**src/rtl/pixel_writer.sv**
```systemverilog
// pixel_writer: buffers visible calculator pixels in a small FIFO and streams them to a
// frame-buffer write port using a held-request / ack handshake.
module pixel_writer #(
   parameter int unsigned H_VISIBLE  = 640,
   parameter int unsigned V_VISIBLE  = 480,
   parameter int unsigned H_LAST     = 799,
   parameter int unsigned V_LAST     = 524,
   parameter int unsigned FIFO_DEPTH = 8
) (
   input  logic        CLK,
   input  logic        RESET,
   input  logic        calculating,
   input  logic [9:0]  x_draw,
   input  logic [9:0]  y_draw,
   input  logic [7:0]  intensity,
   output logic [18:0] mem_addr,
   output logic [7:0]  mem_data,
   output logic        mem_we,
   input  logic        mem_ack,
   output logic        frame_done,
   output logic        overflow,
   output logic        busy
);

   localparam int unsigned PtrW = $clog2(FIFO_DEPTH);
   localparam int unsigned CntW = PtrW + 1;
   localparam logic [9:0] HVis  = 10'(H_VISIBLE);
   localparam logic [9:0] VVis  = 10'(V_VISIBLE);
   localparam logic [9:0] HLast = 10'(H_LAST);
   localparam logic [9:0] VLast = 10'(V_LAST);
   localparam logic [CntW-1:0] CntFull = CntW'(FIFO_DEPTH);

   typedef enum logic [0:0] {StIdle, StWrite} state_e;

   state_e          state_q, state_d;
   logic [26:0]     fifo_mem [FIFO_DEPTH];
   logic [PtrW-1:0] wr_ptr_q, rd_ptr_q;
   logic [CntW-1:0] count_q;
   logic            frame_end_q;
   logic            overflow_q;
   logic [18:0]     addr_q;
   logic [7:0]      data_q;

   logic            visible, push, pop, accept;
   logic            fifo_empty, fifo_full, frame_end_hit;
   logic [18:0]     y_ext, pix_addr;
   logic [26:0]     head;

   // y*640 = y*512 + y*128
   assign y_ext      = {9'd0, y_draw};
   assign pix_addr   = (y_ext << 9) + (y_ext << 7) + {9'd0, x_draw};

   assign visible    = calculating && (x_draw < HVis) && (y_draw < VVis);
   assign push       = visible && !RESET;
   assign fifo_empty = (count_q == '0);
   assign fifo_full  = (count_q == CntFull);
   assign accept     = push && (!fifo_full || pop);
   assign head       = fifo_mem[rd_ptr_q];

   assign frame_end_hit = calculating && (x_draw == HLast) && (y_draw == VLast);

   assign mem_we     = (state_q == StWrite);
   assign mem_addr   = addr_q;
   assign mem_data   = data_q;
   assign overflow   = overflow_q;
   assign busy       = !RESET && (!fifo_empty || mem_we);
   assign frame_done = !RESET && frame_end_q && fifo_empty && (state_q == StIdle);

   always_comb begin
      state_d = state_q;
      pop     = 1'b0;
      case (state_q)
         StIdle: begin
            if (!fifo_empty) begin
               pop     = 1'b1;
               state_d = StWrite;
            end
         end
         StWrite: begin
            if (mem_ack) begin
               if (!fifo_empty) begin
                  pop = 1'b1;
               end else begin
                  state_d = StIdle;
               end
            end
         end
         default: state_d = StIdle;
      endcase
   end

   always_ff @(posedge CLK) begin
      if (RESET) begin
         state_q <= StIdle;
      end else begin
         state_q <= state_d;
      end
   end

   always_ff @(posedge CLK) begin
      if (accept) begin
         fifo_mem[wr_ptr_q] <= {pix_addr, intensity};
      end
   end

   always_ff @(posedge CLK) begin
      if (RESET) begin
         wr_ptr_q    <= '0;
         rd_ptr_q    <= '0;
         count_q     <= '0;
         frame_end_q <= 1'b0;
         overflow_q  <= 1'b0;
         addr_q      <= '0;
         data_q      <= '0;
      end else begin
         if (accept) begin
            wr_ptr_q <= wr_ptr_q + PtrW'(1);
         end
         if (pop) begin
            rd_ptr_q <= rd_ptr_q + PtrW'(1);
            addr_q   <= head[26:8];
            data_q   <= head[7:0];
         end
         if (accept && !pop) begin
            count_q <= count_q + CntW'(1);
         end else if (!accept && pop) begin
            count_q <= count_q - CntW'(1);
         end
         if (push && !accept) begin
            overflow_q <= 1'b1;
         end
         // A new frame end sampled in the pulse cycle re-arms the flag.
         if (frame_end_hit) begin
            frame_end_q <= 1'b1;
         end else if (frame_done) begin
            frame_end_q <= 1'b0;
         end
      end
   end

endmodule

```
**config.mk**
```make
export PLATFORM = sky130hd
export DESIGN_NAME = pixel_writer
export DESIGN_NICKNAME = d
export VERILOG_FILES = /design/src/rtl/pixel_writer.sv
export SDC_FILE = /design/constraint.sdc
export NUM_CORES = 1
export LEC_CHECK = 0
export ABC_AREA = 0
export CORE_ASPECT_RATIO = 0.7
export CORE_MARGIN = 2
export CORE_UTILIZATION = 53
export CTS_CLUSTER_DIAMETER = 60
export DETAILED_ROUTE_END_ITERATION = 12
export PLACE_DENSITY_LB_ADDON = 0.1
export SYNTH_ARGS = -nofsm -noshare
export SYNTH_HDL_FRONTEND = slang
export SYNTH_SLANG_ARGS = --single-unit
export TNS_END_PERCENT = 10
```
**constraint.sdc**
```tcl
create_clock -name CLK -period 5.1 [get_ports CLK]
set_clock_uncertainty 0.2 [all_clocks]
set_input_delay 1.02 -clock CLK [delete_from_list [all_inputs] [get_ports CLK]]
set_output_delay 1.02 -clock CLK [all_outputs]
set_load 0.1 [all_outputs]
```
==> impl_metrics.py, run 1 <==
metrics = {
    "run_status": {
        "status": "finished, final reports clean",
    },
    "detailed_routing": {
        "routed_via_density": 5.70,
        "wl_mm": 20.5,
        "wl_per_cell_um": 22.2,
        "top_layer": "met4",
        "num_vias": 5278,
        "drt-pass1-iter-count": 4,
        "ant_nets": 0,
        "dr_wl_met3_mm": 1.52,
        "drc": 0,
        "met1_length_mm": 9.44,
        "drtIter0Drc": 367,
        "wl_met2_mm": 9.26,
    },
    "synth": {
        "muxShareOfSynthArea_pct": 14.6,
        "ys_ff_latch": 256,
        "syn-instance-count": 564,
        "synth_cell_types": 41,
        "syn-num-nets": 623,
        "synth_fa_ha_area_share_pct": 3.49,
        "synthArstFlopShare_pct": 0,
        "synth_top_family_by_area": "multiplexers",
        "syn-cell-area_mm2": 0.0103,
        "yosys.area_share.simple_pct": 4.33,
        "ys_seq_area_share_pct": 70.6,
        "synth_edf_count": 216,
        "synth_compound_area_share_pct": 3.73,
        "synth_ff_type": "edfxtp_1",
        "syn_avg_cell_area_um2": 18.3,
        "synth_warnings": 0,
        "synthXorXnorAreaFrac_pct": 1.27,
    },
    "worst_setup_path": {
        "setup.worst_path.end_class": "output pin",
        "slowest_delay_ps": 970,
        "arrival_ps": 2660,
        "path_depth": 4,
        "cp.required_ps": 3880,
        "critPathTopFamily": "buffers and inverters",
        "cp_max_fo": 5,
        "cp_num_buf_inv": 1,
        "rr_worst_depth": 12,
        "path_class": "flip-flop to output pin",
        "critPathSlowestCell": "clkdlybuf4s50_1",
        "critPathLaunchType": "flip-flop",
        "worstPathCellList": "nor4_2 > nand2b_1 > nor2b_1 > clkdlybuf4s50_1",
    },
    "clocking": {
        "cts_buffer_depth": 3,
        "ctsResizeCount": 0,
        "hold_buffers": 0,
        "path_clk_slew_ps": 60,
        "post-cts-setup-buffer-count": 0,
        "cts_tree": "done",
        "clkSinkCount": 256,
        "clk_latency_ps": 510,
        "clock-root-buffer": "clkbuf_16",
        "cts_max_level": 1,
        "cts_made_buffers": 24,
    },
    "timing": {
        "fmax_mhz": 258,
        "slew-limit-headroom_pct": 23.2,
        "rsz0062_at_grt": "false",
        "maxSlewViolCount": 0,
        "fin_ws_ps": 1220,
        "finalCritPeriodShare_pct": 76.1,
        "hold_viol": 0,
        "tns_ps": 0,
        "fin_crit_ps": 3880,
        "setup_viol": 0,
        "hold_ws_ps": 260,
        "tightest_slew_ps": 1150,
    },
    "pwr": {
        "peakVddDrop_mv": 0.234,
        "p_per_area_mw_per_mm2": 514,
        "total_power_uw": 6180,
        "p_leak_uw": 0.00391,
    },
    "place": {
        "gp_congestion": 0.794,
        "place_ws_ps": 849,
        "dp_hpwl_mm": 12.5,
        "io_buffers": 62,
    },
    "finish": {
        "seq_area_mm2": 0.00730,
        "drive_gt1_share_pct": 18.6,
        "layout_commonest_cell": "edfxtp_1",
        "final_util_pct": 63.3,
        "antennaDiodeCount": 0,
        "nNetsFinal": 703,
        "synthToLayoutAreaGrowth_pct": 16.4,
        "fillers": 1334,
        "multi_input_area_mm2": 0.00287,
        "layout_common_cells": "edfxtp_1, clkdlybuf4s50_1, mux4_2",
    },
    "global_routing": {
        "grt_pass1_wl_mm": 32.5,
        "grt_max_degree": 58,
        "antenna_found_initial": 0,
        "grt.total_usage_pct": 21.2,
        "grt_pass1_vias": 5585,
        "grt_overflow_total": 0,
    },
    "floorplan": {
        "core_area_mm2": 0.0190,
        "io_pins": 63,
        "die_y_um": 121,
        "start_util_pct": 54.4,
        "dieArea_mm2": 0.0206,
        "rows": 42,
        "die_w_um": 171,
    },
    "worst_hold_path": {
        "hold_path_class": "flip-flop to flip-flop",
        "hold_path_depth": 2,
    },
    "run": {
        "cap_viol_max_count": 0,
    },
}
## power breakdown
part | switching, µW | total [µW] | internal [µW]
registers | 239 | 2680 | 2440
logic | 1170 | 1870 | 694
clock network | 724 | 1640 | 912
## cell usage after synthesis (all sizes together), types with 3 or more instances
master / n / share of area [%]
a211oi: 28 / 2.0
a21oi: 11 / 0.53
and3: 4 / 0.24
buf: 18 / 1.3
clkbuf: 8 / 0.30
dfxtp: 40 / 7.8
edfxtp: 216 / 63
fa: 3 / 0.58
ha: 24 / 2.9
inv: 11 / 0.40
mux2i: 29 / 2.8
mux4: 54 / 12
nand2: 13 / 0.47
nand2b: 7 / 0.42
nor2: 42 / 1.5
nor2b: 3 / 0.18
nor3: 6 / 0.29
nor4: 3 / 0.24
o21ai: 5 / 0.24
xnor2: 11 / 0.93
xor2: 4 / 0.34
## cell type report
class	count	area share (%)
clock buffer	33	5.54
clock inverter	11	0.437
inverter	11	0.344
multi-input combinational	271	23.9
sequential	256	60.7
tap	264	2.75
timing repair buffer	80	6.33
## kinds of logic after synthesis
kind of cell,after synthesis
flip-flops,256
AO/OA/AOI/OAI,54
multiplexers,83
XOR/XNOR,15
adder cells (fa/ha/maj),27
AND/OR/NAND/NOR,92
buffers and inverters,37
## through the flow
step                cells  cell area (µm²)
floorplan             564            10300
global placement      882            11300
detailed placement    882            11300
CTS                   926            12000
global route          926            12000
finish                926            12000
## worst paths after layout
path / from / endpoint / slack, ps
max reg2reg: mem_we / count_q[3] / 1950
min reg2reg: frame_end_q / frame_end_q / 260
min: frame_end_q / frame_end_q / 260
max: count_q[3] / busy / 1220
## sequential cells by signal, indices dropped and copies added, names as in the netlist
register	count
count_q	4
fifo_mem	216
frame_end_q	1
mem_addr	19
mem_data	8
mem_we	1
overflow	1
rd_ptr_q	3
wr_ptr_q	3
## worst register-to-register path: stages, from the launching register on
cell	delay (ps)
dfxtp_1	400
nor2b_1	360
nand3_1	120
nand2_1	240
inv_1	180
ha_1	250
inv_1	110
ha_1	250
a21o_1	190
a21oi_1	180
xnor2_1	90
or3_1	310
a21oi_1	190
## layer usage
layer	GRT usage (%)	vias to the layer above
met5	0	-
met4	4.27	0
met3	4.71	28
met2	33.3	155
met1	30.9	2678
li1	-	2417
(Power assumes the default switching activity.)
==> inputs of run 2 (changes only) <==
--- a/config.mk
+++ b/config.mk
@@ -8,7 +8,7 @@
 export ABC_AREA = 0
 export CORE_ASPECT_RATIO = 0.7
 export CORE_MARGIN = 2
-export CORE_UTILIZATION = 53
+export CORE_UTILIZATION = 59
 export CTS_CLUSTER_DIAMETER = 60
 export DETAILED_ROUTE_END_ITERATION = 12
 export PLACE_DENSITY_LB_ADDON = 0.1
==> constraint.sdc (replaced) <==
create_clock -name CLK -period 3.75 [get_ports CLK]
set_clock_uncertainty 0.2 [all_clocks]
set_input_delay 0.75 -clock CLK [delete_from_list [all_inputs] [get_ports CLK]]
set_output_delay 0.75 -clock CLK [all_outputs]
set_load 0.1 [all_outputs]
==> impl_metrics.py, run 2 (synthesis gave the netlist of run 1 again) <==
metrics = {
    "run_status": {
        "status": "finished, final reports clean",
    },
    "worst_setup_path": {
        "worstPathCellList": "clkdlybuf4s50_1 > inv_1 > fa_1 > inv_1 > ha_1 > a21o_1 > a211oi_1 > nand2b_1 > xor2_1",
        "critPathSlowestCell": "fa_1",
        "arrival_ps": 3430,
        "cp_max_fo": 8,
        "reg2reg_from": "mem_we",
        "cpMostUsedCell": "inv_1",
        "slowest_delay_ps": 580,
        "critPathLaunchType": "primary input",
        "setup.worst_path.end_class": "flip-flop",
        "cp.required_ps": 3780,
        "path_class": "primary input to flip-flop",
        "cp-startpoint": "x_draw[9]",
    },
    "clocking": {
        "clkSinkCount": 256,
        "clock-root-buffer": "clkbuf_16",
        "clk_latency_ps": 520,
        "path_clk_slew_ps": 60,
        "hold_buffers": 0,
        "cts_max_level": 1,
        "cts_buffer_depth": 3,
        "ctsResizeCount": 0,
        "cts_made_buffers": 25,
        "post-cts-setup-buffer-count": 0,
        "cts_tree": "done",
    },
    "pwr": {
        "p_leak_uw": 0.00398,
        "p_per_area_mw_per_mm2": 697,
        "total_power_uw": 8420,
        "peakVddDrop_mv": 0.498,
    },
    "finish": {
        "largest_reg_flops": 216,
        "antennaDiodeCount": 0,
        "synthToLayoutAreaGrowth_pct": 17.0,
        "drive_gt1_share_pct": 20.1,
        "layout_common_cells": "edfxtp_1, clkdlybuf4s50_1, mux4_2",
        "largest_register": "fifo_mem",
        "layout_commonest_cell": "edfxtp_1",
        "nNetsFinal": 717,
    },
    "timing": {
        "rsz0062_at_grt": "false",
        "tightest_slew_ps": 1130,
        "fmax_mhz": 295,
        "hold_viol": 0,
        "slew-limit-headroom_pct": 24.8,
        "fin_crit_ps": 3390,
        "finalCritPeriodShare_pct": 90.5,
        "hold_ws_ps": 265,
        "maxSlewViolCount": 0,
        "setup_viol": 0,
    },
    "detailed_routing": {
        "ant_nets": 0,
        "drt-pass1-iter-count": 5,
        "wl_per_cell_um": 22.0,
        "num_vias": 5330,
        "drtIter0Drc": 433,
        "routed_via_density": 5.88,
        "wl_mm": 19.9,
        "drc": 0,
    },
    "global_routing": {
        "grt_pass1_vias": 5414,
        "grt_overflow_total": 0,
        "grt.total_usage_pct": 22.4,
        "grt_pass1_wl_mm": 31.2,
        "grt_max_degree": 58,
        "antenna_found_initial": 0,
    },
    "floorplan": {
        "rows": 40,
        "core_area_mm2": 0.0172,
        "io_pins": 63,
        "die_y_um": 115,
        "dieArea_mm2": 0.0186,
        "start_util_pct": 60.1,
        "die_w_um": 162,
    },
    "place": {
        "io_buffers": 62,
        "gp_congestion": 0.834,
        "dp_hpwl_mm": 12.2,
    },
    "worst_hold_path": {
        "hold_path_class": "flip-flop to flip-flop",
        "hold_start": "frame_end_q",
    },
    "run": {
        "cap_viol_max_count": 0,
    },
}
==> run 2: final cells by class <==
type                       count  area, µm²
clock buffer                  34        679
tap                          231        289
inverter                      11       41.3
multi-input combinational    271       2880
sequential                   256       7300
clock inverter                10       50.0
fill                        1087       5090
timing repair buffer          93        843
==> run 2: worst paths after layout <==
kind	end	slack, ps	cells after the start
setup reg to reg	count_q[3]	1020	12
hold reg to reg	frame_end_q	260	2
hold / removal	frame_end_q	260	2
setup / recovery	fifo_mem[5][21]	360	9
==> run 2: through the flow <==
stage	setup slack (ps)	instances	area, µm²	util, %	TNS, ps
after floorplan	-530	564	10300	-	-26280
after global placement	-22.9	862	11300	66.1	-235
after detailed placement	-137	862	11300	66.1	-4790
after CTS	400	906	12100	70.4	0
after global routing	203	906	12100	70.4	0
final	357	906	12100	70.4	0
==> run 2: critical path: cells and delay by family <==
| kind | cells | cell delay (ps) |
|---|---|---|
| AOI/OAI and AO/OA | 2 | 510 |
| xor gates and xnor gates | 1 | 490 |
| adders and majority gates | 2 | 880 |
| buffers and inverters | 3 | 640 |
| and+or+nand+nor | 1 | 140 |
==> run 2: where the power goes <==
| group | internal [µW] | switching (µW) | total [µW] |
|---|---|---|---|
| Combinational | 959 | 1590 | 2550 |
| Clock | 1260 | 978 | 2240 |
| Sequential | 3320 | 316 | 3630 |
==> run 2: routing by layer <==
| metal | vias up | track usage (%) | part of all wire [%] |
|---|---|---|---|
| li1 | 2442 | - | - |
| met1 | 2703 | 33.5 | 46 |
| met2 | 148 | 35.7 | 46 |
| met3 | 37 | 3.55 | 6.0 |
| met4 | 0 | 4.96 | 1.6 |
| met5 | - | 0 | 0 |
==> inputs of run 3 (changes only) <==
--- a/config.mk
+++ b/config.mk
@@ -12,6 +12,7 @@
 export CTS_CLUSTER_DIAMETER = 60
 export DETAILED_ROUTE_END_ITERATION = 12
 export PLACE_DENSITY_LB_ADDON = 0.1
+export REMOVE_ABC_BUFFERS = 1
 export SYNTH_ARGS = -nofsm -noshare
 export SYNTH_HDL_FRONTEND = slang
 export SYNTH_SLANG_ARGS = --single-unit
==> impl_metrics.py, run 3 (synthesis gave the netlist of run 1 again) <==
metrics = {
    "run_status": {
        "status": "finished, final reports clean",
    },
    "floorplan": {
        "die_y_um": 115,
        "io_pins": 63,
        "start_util_pct": 60.1,
        "rows": 40,
        "core_area_mm2": 0.0172,
        "die_w_um": 162,
        "dieArea_mm2": 0.0186,
    },
    "detailed_routing": {
        "top_layer": "met4",
        "num_vias": 5424,
        "wl_met2_mm": 9.83,
        "dr_wl_met3_mm": 1.24,
        "ant_nets": 0,
        "drc": 0,
        "wl_per_cell_um": 22.7,
        "drtIter0Drc": 448,
        "met1_length_mm": 9.13,
        "routed_via_density": 5.99,
        "drt-pass1-iter-count": 4,
        "wl_mm": 20.5,
    },
    "timing": {
        "tightest_slew_ps": 1170,
        "slew-limit-headroom_pct": 22.3,
        "maxSlewViolCount": 0,
        "fin_crit_ps": 3420,
        "fin_ws_ps": 326,
        "rsz0062_at_grt": "false",
        "hold_viol": 0,
        "setup_viol": 0,
        "fmax_mhz": 292,
        "finalCritPeriodShare_pct": 91.3,
    },
    "finish": {
        "nNetsFinal": 716,
        "postLayoutCellArea_mm2": 0.0122,
        "drive_gt1_share_pct": 20.5,
        "largest_reg_flops": 216,
        "synthToLayoutAreaGrowth_pct": 17.8,
        "layout_common_cells": "edfxtp_1, clkdlybuf4s50_1, mux4_2",
        "final_util_pct": 70.9,
        "layout_commonest_cell": "edfxtp_1",
        "antennaDiodeCount": 0,
        "largest_register": "fifo_mem",
    },
    "clocking": {
        "cts_max_level": 1,
        "post-cts-setup-buffer-count": 0,
        "clock-root-buffer": "clkbuf_16",
        "cts_tree": "done",
        "clk_latency_ps": 510,
        "hold_buffers": 0,
        "cts_buffer_depth": 3,
        "ctsResizeCount": 0,
        "path_clk_slew_ps": 60,
        "clkSinkCount": 256,
        "cts_made_buffers": 24,
    },
    "pwr": {
        "p_leak_uw": 0.00401,
        "p_per_area_mw_per_mm2": 709,
        "total_power_uw": 8630,
        "peakVddDrop_mv": 0.502,
    },
    "worst_setup_path": {
        "critPathTopFamily": "adder cells",
        "setup.worst_path.end_class": "flip-flop",
        "r2r_slack_ps": 950,
        "cp_num_buf_inv": 2,
        "cpMostUsedCell": "fa_1",
        "path_class": "primary input to flip-flop",
        "cp.required_ps": 3760,
        "arrival_ps": 3440,
        "worstPathCellList": "clkdlybuf4s50_1 > inv_1 > fa_1 > fa_1 > nor2b_1 > o21a_1 > a31o_1 > nor2_1 > xnor2_1",
        "cp_max_fo": 8,
        "slowest_delay_ps": 530,
        "critPathSlowestCell": "fa_1",
        "critPathLaunchType": "primary input",
    },
    "global_routing": {
        "grt_max_degree": 58,
        "antenna_found_initial": 0,
        "grt_pass1_wl_mm": 31.7,
        "grt_overflow_total": 0,
        "grt.total_usage_pct": 23.1,
        "grt_pass1_vias": 5587,
    },
    "place": {
        "place_ws_ps": -168,
        "gp_congestion": 0.876,
        "placed_area_mm2": 0.0114,
        "dp_hpwl_mm": 12.3,
        "io_buffers": 62,
    },
    "run": {
        "cap_viol_max_count": 0,
    },
    "worst_hold_path": {
        "hold_path_class": "flip-flop to flip-flop",
    },
}
[run 3: final timing paths]
check | start | endpoint | cells after the start
hold / removal | frame_end_q | frame_end_q | 2
hold reg to reg | frame_end_q | frame_end_q | 2
setup reg to reg | count_q[3] | count_q[3] | 11
setup / recovery | x_draw[9] | fifo_mem[3][22] | 9
[run 3: layout make-up]
class	instances	area, µm²
Sequential cell	256	7290
Fill cell	1090	5000
Multi-Input combinational cell	271	2870
Timing Repair Buffer	93	881
Clock buffer	36	697
Tap cell	231	289
Clock inverter	7	90.1
Inverter	11	41.3
[run 3: metal layers]
metal	track usage, %	up-vias
li1	-	2432
met1	33.7	2792
met2	37.4	172
met3	3.95	28
met4	5.19	0
met5	0	-
[run 3: power by group]
group | total (µW) | switching, µW | leakage (µW) | internal (µW)
clock | 2390 | 972 | 0.000381 | 1420
combinational | 2680 | 1710 | 0.00135 | 976
sequential | 3550 | 236 | 0.00228 | 3320
total | 8630 | 2910 | 0.00401 | 5710
[run 3: worst reg2reg max path, delay by kind of cell, from the launching register on]
family,cells,cell delay (ps)
flip-flops,1,350
AND/OR/NAND/NOR,3,960
buffers and inverters,2,180
adder cells (fa/ha/maj),2,450
AO/OA/AOI/OAI,3,490
XOR/XNOR,1,90
[run 3: metrics by stage]
step / cells / setup TNS (ps) / hold WS [ps]
6_report: 905 / 0 / 255
5_1_grt: 905 / 0 / 301
4_1_cts: 905 / 0 / 259
3_5_place_dp: 862 / -4740 / 248
3_3_place_gp: 862 / -386 / 237
2_1_floorplan: 538 / -30440 / 221
